## config.mk

```make
export PLATFORM = sky130hd
export DESIGN_NAME = tia_hmove_controller
export DESIGN_NICKNAME = d
export VERILOG_FILES = /design/src/rtl/tia_hmove_pkg.sv /design/src/rtl/tia_hmove_comparator.sv /design/src/rtl/tia_hmove_controller.sv
export SDC_FILE = /design/constraint.sdc
export NUM_CORES = 1
export LEC_CHECK = 0
export BUFFER_PORTS_ARGS = -buffer_cell sky130_fd_sc_hd__buf_4
export CORE_MARGIN = 3
export CORE_UTILIZATION = 40
export DETAILED_ROUTE_END_ITERATION = 10
export PLACE_DENSITY = 0.7
export SLEW_MARGIN = 20
export SYNTH_ARGS = -nofsm -noshare
export SYNTH_HDL_FRONTEND = slang
export SYNTH_SLANG_ARGS = --single-unit
```

## constraint.sdc

```tcl
create_clock -name clk -period 2.3 [get_ports clk]
set_input_delay 0.115 -clock clk [delete_from_list [all_inputs] [get_ports clk]]
set_output_delay 0.115 -clock clk [all_outputs]
set_load 0.02 [all_outputs]
```

## src/rtl/tia_hmove_pkg.sv

```systemverilog
// Shared constants and state encoding for the TIA horizontal-motion sequencer.
package tia_hmove_pkg;

    localparam int unsigned OBJ_P0 = 0;
    localparam int unsigned OBJ_P1 = 1;
    localparam int unsigned OBJ_M0 = 2;
    localparam int unsigned OBJ_M1 = 3;
    localparam int unsigned OBJ_BL = 4;

    localparam logic [3:0] HM_BIAS = 4'h8;
    localparam int unsigned HMOVE_STEPS = 16;

    typedef enum logic {
        StIdle,
        StRun
    } hm_state_e;

endpackage

```

## src/rtl/tia_hmove_comparator.sv

```systemverilog
// One movable object's slice: HMxx register, run-enable flag and the registered
// extra motion-clock pulse.
module tia_hmove_comparator #(
    parameter logic [3:0] HM_BIAS = tia_hmove_pkg::HM_BIAS
) (
    input  logic       clk,
    input  logic       r,
    input  logic       hclk_en,
    input  logic       load,
    input  logic       step,
    input  logic [3:0] k,
    input  logic       hm_clr,
    input  logic       hm_wr,
    input  logic [3:0] wr_data,
    output logic       motck
);

    logic [3:0] hm_q, hm_d;
    logic       ena_q, ena_d;
    logic       motck_q, motck_d;
    logic [3:0] n_pulses;
    logic       eval;
    logic       ena_eff;
    logic       hit;

    assign n_pulses = hm_q ^ HM_BIAS;
    assign eval     = hclk_en & (load | step);
    // A load (start or restart) re-arms the object regardless of its old flag.
    assign ena_eff  = load | ena_q;
    assign hit      = ena_eff & (k < n_pulses);

    always_comb begin
        hm_d    = hm_q;
        ena_d   = ena_q;
        motck_d = 1'b0;
        if (hm_clr) begin
            hm_d = 4'h0;
        end else if (hm_wr) begin
            hm_d = wr_data;
        end
        if (eval) begin
            ena_d   = hit;
            motck_d = hit;
        end
    end

    always_ff @(posedge clk or posedge r) begin
        if (r) begin
            hm_q    <= 4'h0;
            ena_q   <= 1'b0;
            motck_q <= 1'b0;
        end else begin
            hm_q    <= hm_d;
            ena_q   <= ena_d;
            motck_q <= motck_d;
        end
    end

    assign motck = motck_q;

endmodule

```

## src/rtl/tia_hmove_controller.sv

```systemverilog
// HMOVE sequencer: pending strobe, 16-step run counter, SEC latch and the
// per-object comparator slices that emit extra motion-clock pulses.
module tia_hmove_controller #(
    parameter int unsigned NUM_OBJ = 5,
    parameter logic [3:0]  HM_BIAS = tia_hmove_pkg::HM_BIAS
) (
    input  logic               clk,
    input  logic               r,
    input  logic               hclk_en,
    input  logic               hmove,
    input  logic               hmclr,
    input  logic               hm_we,
    input  logic [2:0]         hm_sel,
    input  logic [3:0]         hm_d,
    input  logic               hblank,
    input  logic               lrhb,
    output logic [NUM_OBJ-1:0] motck_extra,
    output logic               active,
    output logic               sec
);

    import tia_hmove_pkg::*;

    hm_state_e  state_q, state_d;
    logic [3:0] k_q, k_d;
    logic       pending_q, pending_d;
    logic       sec_q, sec_d;
    logic       active_q, active_d;
    logic       start;
    logic       run_step;
    logic       running;
    logic [3:0] k_eval;

    assign running  = (state_q == StRun);
    assign start    = hclk_en & pending_q;
    assign run_step = hclk_en & running & ~pending_q;
    // A start evaluates step 0 in the same slot it loads the counter.
    assign k_eval   = pending_q ? 4'd0 : k_q;

    always_comb begin
        state_d   = state_q;
        k_d       = k_q;
        pending_d = hmove | (pending_q & ~hclk_en);
        sec_d     = (hmove & hblank) | (sec_q & ~lrhb);
        active_d  = start | running;
        if (start) begin
            state_d = StRun;
            k_d     = 4'd1;
        end else if (run_step) begin
            if (k_q == 4'(HMOVE_STEPS - 1)) begin
                state_d = StIdle;
                k_d     = 4'd0;
            end else begin
                k_d = k_q + 4'd1;
            end
        end
    end

    always_ff @(posedge clk or posedge r) begin
        if (r) begin
            state_q   <= StIdle;
            k_q       <= 4'd0;
            pending_q <= 1'b0;
            sec_q     <= 1'b0;
            active_q  <= 1'b0;
        end else begin
            state_q   <= state_d;
            k_q       <= k_d;
            pending_q <= pending_d;
            sec_q     <= sec_d;
            active_q  <= active_d;
        end
    end

    for (genvar i = 0; i < NUM_OBJ; i++) begin : g_obj
        tia_hmove_comparator #(
            .HM_BIAS (HM_BIAS)
        ) u_cmp (
            .clk     (clk),
            .r       (r),
            .hclk_en (hclk_en),
            .load    (pending_q),
            .step    (running),
            .k       (k_eval),
            .hm_clr  (hmclr),
            .hm_wr   (hm_we & (hm_sel == 3'(i))),
            .wr_data (hm_d),
            .motck   (motck_extra[i])
        );
    end

    assign active = active_q;
    assign sec    = sec_q;

endmodule

```

# Word level (Yosys, flattened, before mapping)
# Cells that the tools add are included.
[op_classes]
mux = 22
n_reduce_logical = 9
addsub = 1
bitwise_logic = 34
n_eq_ne = 5
order_cmp = 5
[ops]
columns = ["operator", "count"]
rows = [
  ["$mux 4", 14],
  ["$lt 4x4->1", 5],
  ["$and 1x1->1", 17],
  ["$reduce_bool 2->1", 7],
  ["$or 1x1->1", 9],
  ["$mux 1", 8],
  ["$not 1->1", 8],
  ["$eq 3x2->1 const B", 2],
  ["$add 4x1->4 const B", 1],
  ["$eq 4x4->1 const B", 1],
  ["$eq 3x1->1 const B", 1],
  ["$eq 3x3->1 const B", 1],
  ["$logic_not 3->1", 1],
  ["$reduce_and 2->1", 1],
]
[totals]
in_bits = 15
ff_bits = 38
output_inout_bits = 7
word_cells = 96

# Depth between registers and ports, before layout
# Gate-level depths: netlist (run 1).
[depth]
depth_word = 4
mapped_depth = 7
depth_no_buf = 5

# Hierarchy
# Synthesis (run 1) repeated with hierarchy kept, for this count alone.
[unflattened]
hier_cells = 209
area_unflattened_um2 = 2177.1
[modules_own_cells]
columns = ["module", "area_each_um2", "seq_area_each_um2", "cells_per_inst", "n_inst"]
rows = [
  ["tia_hmove_comparator", 344.1, 150.1, 32, 5],
  ["tia_hmove_controller", 456.7, 200.2, 49, 1],
]

# Worst setup path after synthesis (run 1)
# Ideal clock, no wire load.
[synth_timing]
path_kind = "register to register"
from = "register pending_q"
to = "register g_obj[3].u_cmp.ena_q"
setup_time_ps = 66
path_buffers = 2
required_time_ps = 2234
setup_slack_ps = 518
stages_incl_launch_ff = 8
arrival_time_ps = 1716
period_less_slack_ps = 1782
cell_sequence = "dfrtp_1 > buf_4 > buf_2 > nor2b_1 > ha_1 > a21boi_0 > o311ai_2 > a22o_1"
[synth_via]
elab_chain_len = 3
elab_cells_between_ends = 6
classes_between = "order compare: 1; mux: 1; bitwise: 4"
[synth_rtl]
columns = ["item", "line_no", "rtl"]
rows = [
  ["from (decl)", "tia_hmove_controller.sv:26", "logic pending_q, pending_d;"],
  ["from (signal assigned)", "tia_hmove_controller.sv:69", "pending_q <= pending_d;"],
  ["$mux 4", "tia_hmove_controller.sv:38", "assign k_eval = pending_q ? 4'd0 : k_q;"],
  ["$lt 4x4->1", "tia_hmove_comparator.sv:30", "assign hit = ena_eff & (k < n_pulses);"],
  ["$and 1x1->1", "tia_hmove_comparator.sv:30", ""],
  ["to (signal assigned)", "tia_hmove_comparator.sv:54", "ena_q <= ena_d;"],
  ["to (decl)", "tia_hmove_comparator.sv:19", "logic ena_q, ena_d;"],
]
# Parallel ways exist; a longest one is shown, timed or not.
# A chain may end at the register's enable or synchronous reset.

# Final worst setup path (run 1)
[layout_timing]
from = "register k_q[1]"
to = "register g_obj[0].u_cmp.ena_q"
[layout_via]
elab_chain_len = 3
[layout_rtl]
columns = ["item", "line_no", "rtl"]
rows = [
  ["from (decl)", "tia_hmove_controller.sv:25", "logic [3:0] k_q, k_d;"],
  ["from (signal assigned)", "tia_hmove_controller.sv:68", "k_q <= k_d;"],
  ["$mux 4", "tia_hmove_controller.sv:38", ""],
  ["$lt 4x4->1", "tia_hmove_comparator.sv:30", ""],
  ["$and 1x1->1", "tia_hmove_comparator.sv:30", ""],
  ["to (signal assigned)", "tia_hmove_comparator.sv:54", ""],
  ["to (decl)", "tia_hmove_comparator.sv:19", ""],
]
# Every way passes these cells.

==> results.ini, run 1 <==
[yosys]
ys_seq_elements = 38
synth_area_um2 = 1994
yosysUniqueCellTypes = 34
ys_async_sr_fraction = 1.000
syn_nets = 211
yosysWarnings = 0
synth_cells = 185
seq_area_frac_synth = 0.4768
synth-main-ff-cell = dfrtp_1
syn_area_per_cell_um2 = 10.78
synth_edf_count = 0

[route]
antenna_left = 0
routed_wl_um = 3705
vias = 1356
wire_per_inst_um = 13.62
dr.pass1.iters = 4
drc_errors = 0
viasPerCell = 4.985
drt_iter0_markers = 47

[power]
p_leak_uw = 0.001062
switchingPower_uw = 360.3
p_int_uw = 1103
p_total_uw = 1464
power.density_nw_per_um2 = 637.5
netSwitchingFraction = 0.2462
clock_power_share = 0.380
ir_worst_vdd_uv = 286.7
seqPwrFrac = 0.494
pwr-share-comb = 0.126

[timing]
slew_viol_final = 0
max_slew.worst_pin.slew_ns = 0.4834
fin_crit_ns = 1.778
fin_tns_setup_ns = 0
finalWorstSetupSlack_ns = 0.5217
slew_headroom = 0.6778
setup_viol = 0
post-route-period-util = 0.7732
timing.hold.ws_ns = 0.01373
fin_skew_ns = 0.007257
fmax_mhz = 562.3
finalHoldViolations = 0
rsz0062_at_grt = no

[place]
gp_congestion = 0.7869
pre_cts_ws_ns = 0.5230
port_buffers = 21
place_hpwl_um = 2657

[grt]
grt_pass1_wl_um = 6499
first_global_vias = 1312
grt_max_degree = 39
grt.overflow.total = 0
grt_usage = 0.1389
grt_antenna_before_repair = 0

[worst_setup_path]
end_kind = flip-flop
crit_type = reg2reg
endpoint = g_obj[0].u_cmp.ena_q
worstReg2RegStart = k_q[1]
arrival_ns = 2.01
critical_path_required_ns = 2.53
crit_start = k_q[1]
cp_max_fo = 5
r2r_slack_ns = 0.52
startpoint_type = flip-flop
reg2regPathDepth = 5
reg2reg_to = g_obj[0].u_cmp.ena_q

[floorplan]
die_height_um = 76.61
io_pins = 22
start_util = 0.4167
std_cell_rows = 25
core_area_um2 = 4786
die_w_um = 76.61
dieArea_um2 = 5869

[cts]
cts_setup_buffers = 0
clock_path_buffers = 2
cts_buffers = 5
ctsRootBufferMaster = clkbuf_8
htree_levels = 2
tritoncts = built
cts.sinks = 38
cts.clk_slew.worst_paths_ns = 0.07
clock_latency_ns = 0.29

[finish]
final_cell_mix = dfrtp_1 (38), nor2_1 (30), buf_4 (24)
fin_nets = 230
drive_gt1_frac = 0.2000
diodes = 0
area_delta_synth_final_pct = 15.12
final_common_cell = dfrtp_1

[run_status]
status = complete, no violations

[min_path]
hold_path.class = in2reg

[job]
cap_violations = 0

per-stage QoR:
stage / cell area (um2) / std cells / utilization
3_5_place_dp: 2177 / 263 / 0.4549
3_3_place_gp: 2177 / 263 / 0.4549
6_report: 2296 / 272 / 0.4797
5_1_grt: 2296 / 272 / 0.4797
4_1_cts: 2296 / 272 / 0.4797
2_1_floorplan: 1994 / 185 / -
area by class of cell:
type	count	area, um2
clock inverter	3	40.04
sequential	38	950.9
clock buffer	5	68.82
multi-input combinational	125	928.4
tap	67	83.83
fill	449	2490
timing repair buffer	25	190.2
inverter	9	33.78
kinds of logic after synthesis:
group	Yosys count	share of synthesized area
simple gates	60	0.1606
xor+xnor	1	0.004392
flops	38	0.4768
fa+ha+maj	11	0.06901
mux	17	0.08532
buf+inv	22	0.05772
compound gates	36	0.1462
power groups by stage:
stage	clock, uW	combinational [uW]	sequential [uW]
after detailed placement	0	187	735
after global routing	593	207	729
after floorplan	0	129	731
after CTS	566	188	723
final	556	185	722
after global placement	0	183	735
registers in the layout (all words and copies together) (netlist names):
name	count
pending_q	1
g_obj.u_cmp.motck	5
running	1
active	1
sec	1
k_q	4
g_obj.u_cmp.ena_q	5
g_obj.u_cmp.hm_q	20
Yosys cell counts, types with 2 or more instances:
master	count	area share
o311ai_2	5	0.041
nor2_1	30	0.056
and2_1	5	0.016
a22o_1	5	0.022
dfrtp_1	38	0.48
o21ai_0	3	0.0075
nor2b_1	2	0.0063
mux2i_1	17	0.085
a21boi_0	5	0.019
nand3_1	3	0.0075
nand2_1	8	0.015
inv_1	8	0.015
clkbuf_1	3	0.0056
ha_1	11	0.069
a21o_1	2	0.0075
a21oi_1	10	0.025
buf_2	2	0.0050
buf_4	8	0.030
nor3_1	5	0.013
metal layers:
| layer | up-vias | GRT usage | part of all wire |
|---|---|---|---|
| met5 | - | 0 | 0 |
| met4 | 0 | 0.05435 | 0.016 |
| met3 | 4 | 0.03664 | 0.037 |
| met2 | 24 | 0.2056 | 0.43 |
| met1 | 644 | 0.1939 | 0.52 |
| li1 | 684 | - | - |
repair_timing:
| action | 4_1_cts | 5_1_grt |
|---|---|---|
| setup endpoints to repair | 0 | 0 |
| gates resized for setup | 0 | 0 |
| endpoints found under the hold margin | 38 | 0 |
| hold buffers | 1 | 0 |
critical path, cell delays in order, from the launching register on:
cell,delay [ns]
dfrtp_1,0.38
nor2b_1,0.39
ha_1,0.31
a21boi_0,0.14
o311ai_2,0.31
a22o_1,0.18
how the worst min path moves through the flow:
stage / slack (ns) / start / depth (start not counted) / to
after floorplan: 0.20 / hclk_en / 1 / k_q[3]
after global routing: 0.009 / lrhb / 2 / sec
after CTS: 0.006 / lrhb / 2 / sec
after global placement: 0.27 / r / 3 / g_obj[4].u_cmp.hm_q[3]
after detailed placement: 0.27 / r / 3 / g_obj[4].u_cmp.ena_q
final: 0.01 / lrhb / 2 / sec
(Power assumes the default switching activity.)
==> inputs of run 2 (changes only) <==
--- a/config.mk
+++ b/config.mk
@@ -5,11 +5,12 @@
 export SDC_FILE = /design/constraint.sdc
 export NUM_CORES = 1
 export LEC_CHECK = 0
+export ABC_AREA = 1
 export BUFFER_PORTS_ARGS = -buffer_cell sky130_fd_sc_hd__buf_4
 export CORE_MARGIN = 3
 export CORE_UTILIZATION = 40
 export DETAILED_ROUTE_END_ITERATION = 10
-export PLACE_DENSITY = 0.7
+export PLACE_DENSITY = 0.72
 export SLEW_MARGIN = 20
 export SYNTH_ARGS = -nofsm -noshare
 export SYNTH_HDL_FRONTEND = slang
==> constraint.sdc (replaced) <==
create_clock -name clk -period 1.6 [get_ports clk]
set_input_delay 0.08 -clock clk [delete_from_list [all_inputs] [get_ports clk]]
set_output_delay 0.08 -clock clk [all_outputs]
set_load 0.02 [all_outputs]
==> run 2 against run 1 <==
Net effect:
- die area is 0.12% lower
- first-iteration DRC count grew 87%
- total power rose by 52%
- cell count rose by 26%
- global-route usage down 0.14 points
- sequential power is 57% higher
- worst hold slack worse by 0.0019 ns
- via count increased by 12%
- sequential share of layout area fell by 0.36 points
- maximum frequency increased by 27%
- highest routed layer unchanged
- non-clock buffer count increased by 2
- critical path type unchanged
- clock skew is 0.0026 ns lower
- largest cell class unchanged
==> results.ini, run 2 <==
[run_status]
status = complete, no violations

[yosys]
syn_nets = 275  ; +30%
synth_area_um2 = 1992  ; -0.13%
yosysMostFrequentCell = nand2_1
synth_top_cell_by_area = dfrtp_1
ys_async_sr_fraction = 1.000  ; unchanged
synth-main-ff-cell = dfrtp_1
synth_top_cell_area_share = 0.4774  ; +0.0005990
synth_edf_count = 0  ; unchanged
yosysUniqueCellTypes = 22  ; -35%
yosysWarnings = 0  ; unchanged
seq_area_frac_synth = 0.4774  ; +0.0005990
ys_seq_elements = 38  ; unchanged
synthTopCellsByArea = dfrtp_1 (48%), nand2_1 (15%), inv_1 (7.9%)
synth_commonest_cells = nand2_1 (77), inv_1 (42), dfrtp_1 (38)
syn_area_per_cell_um2 = 8.000  ; -26%
synth_cells = 249  ; +35%

[grt]
grt_pass1_wl_um = 6458  ; -0.63%
grt.overflow.total = 0  ; unchanged
grt_antenna_before_repair = 0  ; unchanged
grt_usage = 0.1376  ; -0.001365
first_global_vias = 1440  ; +9.8%
grt_max_degree = 39  ; unchanged

[cts]
tritoncts = built
cts.sinks = 38  ; unchanged
clock_path_buffers = 2  ; unchanged
cts.clk_slew.worst_paths_ns = 0.07  ; about the same
cts_buffers = 5  ; unchanged
ctsRootBufferMaster = clkbuf_8
cts_setup_buffers = 0  ; unchanged
htree_levels = 2  ; unchanged
clock_latency_ns = 0.29  ; about the same

[worst_setup_path]
arrival_ns = 1.58  ; -0.43 ns
critical_path_required_ns = 1.78  ; -0.75 ns
startpoint_type = flip-flop
cp_max_fo = 5  ; unchanged
end_kind = flip-flop
crit_type = reg2reg

[finish]
regMostFlops = g_obj.u_cmp.hm_q
drive_gt1_frac = 0.1491  ; -0.05091
area_delta_synth_final_pct = 16.27
diodes = 0  ; unchanged
final_cell_mix = nand2_1 (77), inv_1 (42), dfrtp_1 (38)
largest_reg_flops = 20  ; unchanged
final_util = 0.4871  ; +0.007366
fin_nets = 300  ; +30%
final_common_cell = nand2_1

[power]
p_leak_uw = 0.001231  ; +16%
ir_worst_vdd_uv = 357.1  ; +25%
power.density_nw_per_um2 = 958.0  ; +50%

[route]
drc_errors = 0  ; unchanged
dr.pass1.iters = 4  ; unchanged
drt_iter0_markers = 88  ; +87%
antenna_left = 0  ; unchanged
viasPerCell = 4.430  ; -11%
wire_per_inst_um = 10.54  ; -23%
vias = 1515  ; +12%
routed_wl_um = 3606  ; -2.7%

[timing]
fin_crit_ns = 1.399  ; -0.3791 ns
post-route-period-util = 0.8745  ; +0.1013
slew_headroom = 0.6994  ; +0.02168
fin_tns_setup_ns = 0  ; unchanged
timing.hold.ws_ns = 0.01186  ; -0.001861 ns
max_slew.worst_pin.slew_ns = 0.4508  ; -0.03251 ns
fin_skew_ns = 0.004701  ; -0.002556 ns
finalHoldViolations = 0  ; unchanged
rsz0062_at_grt = no
finalWorstSetupSlack_ns = 0.2008  ; -0.3209 ns
fmax_mhz = 714.7  ; +27%
slew_viol_final = 0  ; unchanged
setup_viol = 0  ; unchanged

[min_path]
hold_path.class = in2reg

[floorplan]
die_w_um = 76.57  ; about the same
die_height_um = 76.57  ; about the same
start_util = 0.4189  ; +0.002215
dieArea_um2 = 5862  ; -0.12%
std_cell_rows = 25  ; unchanged
core_area_um2 = 4755  ; -0.65%
io_pins = 22  ; unchanged

[place]
port_buffers = 21  ; unchanged
pre_cts_ws_ns = 0.1680  ; -0.3550 ns
gp_congestion = 0.8152  ; +3.6%
place_hpwl_um = 2666  ; +0.36%

[job]
cap_violations = 0  ; unchanged

[run 2: cell types whose count changed in the layout (fill, tap and decap cells not counted), sizes merged, moves of 14 or more]
cell and delta:
inv +36, mux2i -17, nand2 +71, nand3 +14
nor2 -16, o21ai +19
[run 2: per-stage QoR]
stage / std cells / cell area (um2) / total power, uW
final: 342 / 2316 / 2219
after global routing: 342 / 2316 / 2353
after CTS: 342 / 2313 / 2241
after detailed placement: 330 / 2178 / 1546
after global placement: 330 / 2178 / 1535
after floorplan: 249 / 1992 / 1444
[run 2: final cells by class]
class / instances / area (um2)
Clock buffer: 6 / 82.58
Clock inverter: 2 / 12.51
Fill cell: 472 / 2439
Inverter: 44 / 165.2
Multi-Input combinational cell: 158 / 808.3
Sequential cell: 38 / 950.9
Tap cell: 67 / 83.83
Timing Repair Buffer: 27 / 212.7
[run 2: routing by layer]
layer	GRT usage	vias to the layer above	wire [um]
met5	0	-	0
met3	0.03546	2	124
li1	-	817	-
met1	0.1807	669	1845
met4	0.04891	0	27
met2	0.2197	27	1609
[run 2: path summary, 6_finish.rpt]
check | slack (ns) | depth (start not counted) | end | from
max | 0.20 | 9 | g_obj[0].u_cmp.ena_q | pending_q
min | 0.01 | 3 | sec | hblank
max reg2reg | 0.20 | 9 | g_obj[0].u_cmp.ena_q | pending_q
min reg2reg | 0.49 | 2 | g_obj[2].u_cmp.ena_q | g_obj[2].u_cmp.ena_q
max in group asynchronous | 0.83 | 4 | k_q[1] | r
min in group asynchronous | 0.45 | 4 | g_obj[2].u_cmp.hm_q[2] | r
[run 2: critical path: stages (launching register included)]
cell	delay, ns
dfrtp_1	0.43
nor2_1	0.31
ha_1	0.22
inv_1	0.04
nand2_1	0.05
inv_1	0.03
nand2_1	0.06
nand2_1	0.05
nand2_1	0.07
nand2_1	0.05
[run 2: repair_timing]
action | CTS | global route
hold buffers | 4 | 0
endpoints found under the hold margin | 40 | 0
resized for setup | 0 | 1
endpoints found under the setup margin | 0 | 5
[run 2: kinds of logic after synthesis]
kind of cell / Yosys count / synth area share
adders and majority gates: 11 / 0.06909
buffers and inverters: 53 / 0.1181
and+or+nand+nor: 115 / 0.2444
DFF: 38 / 0.4774
AOI/OAI and AO/OA: 32 / 0.09108
[run 2: report_power, final]
group	switching, uW	total, uW	internal (uW)
sequential	61.3	1130	1060
clock	338	684	346
combinational	246	409	163
total	646	2220	1570
==> inputs of run 3 (changes only) <==
--- a/config.mk
+++ b/config.mk
@@ -14,4 +14,5 @@
 export SLEW_MARGIN = 20
 export SYNTH_ARGS = -nofsm -noshare
 export SYNTH_HDL_FRONTEND = slang
+export SYNTH_HIERARCHICAL = 1
 export SYNTH_SLANG_ARGS = --single-unit
==> run 3 against run 2 <==
Net effect:
- combinational power fell by 19%
- worst hold slack improved by 0.057 ns
- first-iteration DRC count fell by 56%
- maximum frequency fell by 2.2%
==> results.ini, run 3 <==
[run_status]
status = complete, no violations

[floorplan]
dieArea_um2 = 6316  ; +7.7%
std_cell_rows = 26  ; +4.0%
core_area_um2 = 5172  ; +8.8%
start_util = 0.4175  ; -0.001434
die_w_um = 79.48  ; +3.8%
die_height_um = 79.48  ; +3.8%
io_pins = 22  ; unchanged

[timing]
finalHoldViolations = 0  ; unchanged
post-route-period-util = 0.8943  ; +0.01987
slew_viol_final = 0  ; unchanged
rsz0062_at_grt = no
fin_crit_ns = 1.431  ; +0.03179 ns
fmax_mhz = 698.8  ; -2.2%
setup_viol = 0  ; unchanged
max_slew.worst_pin.slew_ns = 0.4992  ; +0.04836 ns
fin_skew_ns = 0.007571  ; +0.002870 ns
slew_headroom = 0.6646  ; -0.03480
finalWorstSetupSlack_ns = 0.1691  ; -0.03179 ns

[finish]
diodes = 0  ; unchanged
regMostFlops = g_obj.u_cmp/hm_q
drive_gt1_frac = 0.2088  ; +0.05966
fin_nets = 328  ; +9.3%
layoutNonFillerInstCount = 367  ; +7.3%
area_delta_synth_final_pct = 19.18
nFillCells = 495  ; +4.9%
final_cell_mix = inv_1 (69), nand2_1 (45), dfrtp_1 (37)
largest_reg_flops = 20  ; unchanged
final_common_cell = inv_1

[worst_setup_path]
slowest_delay_ns = 0.48  ; +0.05 ns
arrival_ns = 1.66  ; +0.08 ns
crit_type = reg2reg
crit_family = flip-flops
cp_max_fo = 6  ; +1
worstPathCellList = nor2_4, ha_1, a21oi_1, nand4_1, nand2_1
path_buf_inv = 0  ; -2
r2r_slack_ns = 0.17  ; -0.03 ns
startpoint_type = flip-flop
cpMaxStageDelayCell = dfrtp_2
end_kind = flip-flop
critical_path_required_ns = 1.83  ; +0.05 ns

[grt]
grt.overflow.total = 0  ; unchanged
grt_max_degree = 12  ; -69%
first_global_vias = 1662  ; +15%
grt_antenna_before_repair = 0  ; unchanged
grt_usage = 0.1580  ; +0.02044
grt_pass1_wl_um = 7631  ; +18%

[yosys]
seq_area_frac_synth = 0.4403  ; -0.03706
yosysUniqueCellTypes = 18  ; -18%
synth_top_cell_by_area = dfrtp_1
yosysWarnings = 6  ; +6
yosysMostFrequentCell = inv_1
synth-main-ff-cell = dfrtp_1
synth_edf_count = 0  ; unchanged
syn_area_per_cell_um2 = 8.274  ; +3.4%
ys_async_sr_fraction = 1.000  ; unchanged
synth_top_cell_area_share = 0.4403  ; -0.03706
synth_area_um2 = 2160  ; +8.4%
ys_seq_elements = 38  ; unchanged
synthTopCellsByArea = dfrtp_1 (44%), inv_1 (12%), ha_1 (9.3%)
syn_nets = 292  ; +6.2%
synth_commonest_cells = inv_1 (69), nand2_1 (45), dfrtp_1 (38)
synth_cells = 261  ; +4.8%

[route]
drt_iter0_markers = 39  ; -56%
vias = 1711  ; +13%
routed_wl_um = 4370  ; +21%
viasPerCell = 4.662  ; +5.2%
antenna_left = 0  ; unchanged
dr.pass1.iters = 4  ; unchanged
drc_errors = 0  ; unchanged
wire_per_inst_um = 11.91  ; +13%

[cts]
cts_setup_buffers = 0  ; unchanged
ctsRootBufferMaster = clkbuf_8
tritoncts = built
htree_levels = 2  ; unchanged
clock_latency_ns = 0.29  ; about the same
cts.clk_slew.worst_paths_ns = 0.08  ; about the same
cts.sinks = 38  ; unchanged
cts_buffers = 5  ; unchanged
clock_path_buffers = 2  ; unchanged

[job]
cap_violations = 0  ; unchanged

[place]
placed_cells = 356  ; +7.9%
pre_cts_ws_ns = -0.03668  ; -0.2047 ns
port_buffers = 21  ; unchanged
place_hpwl_um = 3384  ; +27%
gp_congestion = 0.7868  ; -3.5%

[power]
ir_worst_vdd_uv = 546.0  ; +53%
p_leak_uw = 0.001318  ; +7.0%
power.density_nw_per_um2 = 779.7  ; -19%

[min_path]
hold_path.class = in2reg

## run 3: cell count changes after synthesis, moves of 6 or more
cell     change
inv_1       +27
nand4_1      +6
nand2_1     -32
nand3_1      +8
o21ai_0     -17
o21ai_2     +19
## run 3: worst register-to-register path: cells and delay by family (launching register included)
family                   cells  cell delay [ns]
AO/OA/AOI/OAI                1             0.16
AND/OR/NAND/NOR              3             0.44
adder cells (fa/ha/maj)      1             0.29
flip-flops                   1             0.48
## run 3: metrics by stage
step                utilization  total power, uW  hold WS [ns]  instance area, um2  setup TNS [ns]
global route             0.4976             2128       0.06658                2574               0
CTS                      0.4949             2032       0.06192                2560               0
global placement         0.4707             1367       0.06138                2435       -0.006994
detailed placement       0.4707             1377       0.06029                2435         -0.1931
floorplan                     -             1249       -0.1290                2160               0
finish                   0.4976             2007       0.06853                2574               0
## run 3: layer usage
metal / GRT usage / routed length (um)
met1: 0.2134 / 2120
met2: 0.2337 / 1968
met3: 0.04176 / 168
met4: 0.07560 / 112
met5: 0 / 0
## run 3: what timing repair did
action | in CTS | in global routing
hold buffers | 4 | 0
setup endpoints to repair | 10 | 10
resized for setup | 2 | 4
hold endpoints to repair | 40 | 0
## run 3: final timing paths
kind,to,cells after the start,from
max,g_obj[3].u_cmp/ena_q,5,pending_q
min,g_obj[1].u_cmp/hm_q[3],3,hm_d[3]
max reg2reg,g_obj[3].u_cmp/ena_q,5,pending_q
min reg2reg,g_obj[1].u_cmp/ena_q,2,g_obj[1].u_cmp/ena_q
max in group asynchronous,pending_q,3,r
min in group asynchronous,g_obj[2].u_cmp/hm_q[3],3,r
## run 3: cells by family (layout without fill, tap and decap cells)
| kind of cell | Yosys count | count (layout) | share of synthesized area |
|---|---|---|---|
| AOI/OAI and AO/OA | 38 | 38 | 0.1304 |
| and+or+nand+nor | 100 | 100 | 0.2167 |
| buffers and inverters | 69 | 105 | 0.1199 |
| DFF | 38 | 38 | 0.4403 |
| adders and majority gates | 16 | 16 | 0.09270 |
## run 3: where the power goes
part	leakage, uW	switching [uW]	internal (uW)	total (uW)
clock network	0.0000373	334	299	633
logic	0.000795	196	135	331
registers	0.000485	31.6	1010	1040
total	0.00132	562	1440	2010
## run 3: layout make-up
cell class,instances,area [um2],share of cell area
sequential,38,952.2,0.3700
multi-input combinational,154,967.2,0.3758
inverter,69,259.0,0.1006
tap,70,87.58,0.03403
clock buffer,6,72.57,0.02820
timing repair buffer,29,227.7,0.08848
clock inverter,1,7.507,0.002917
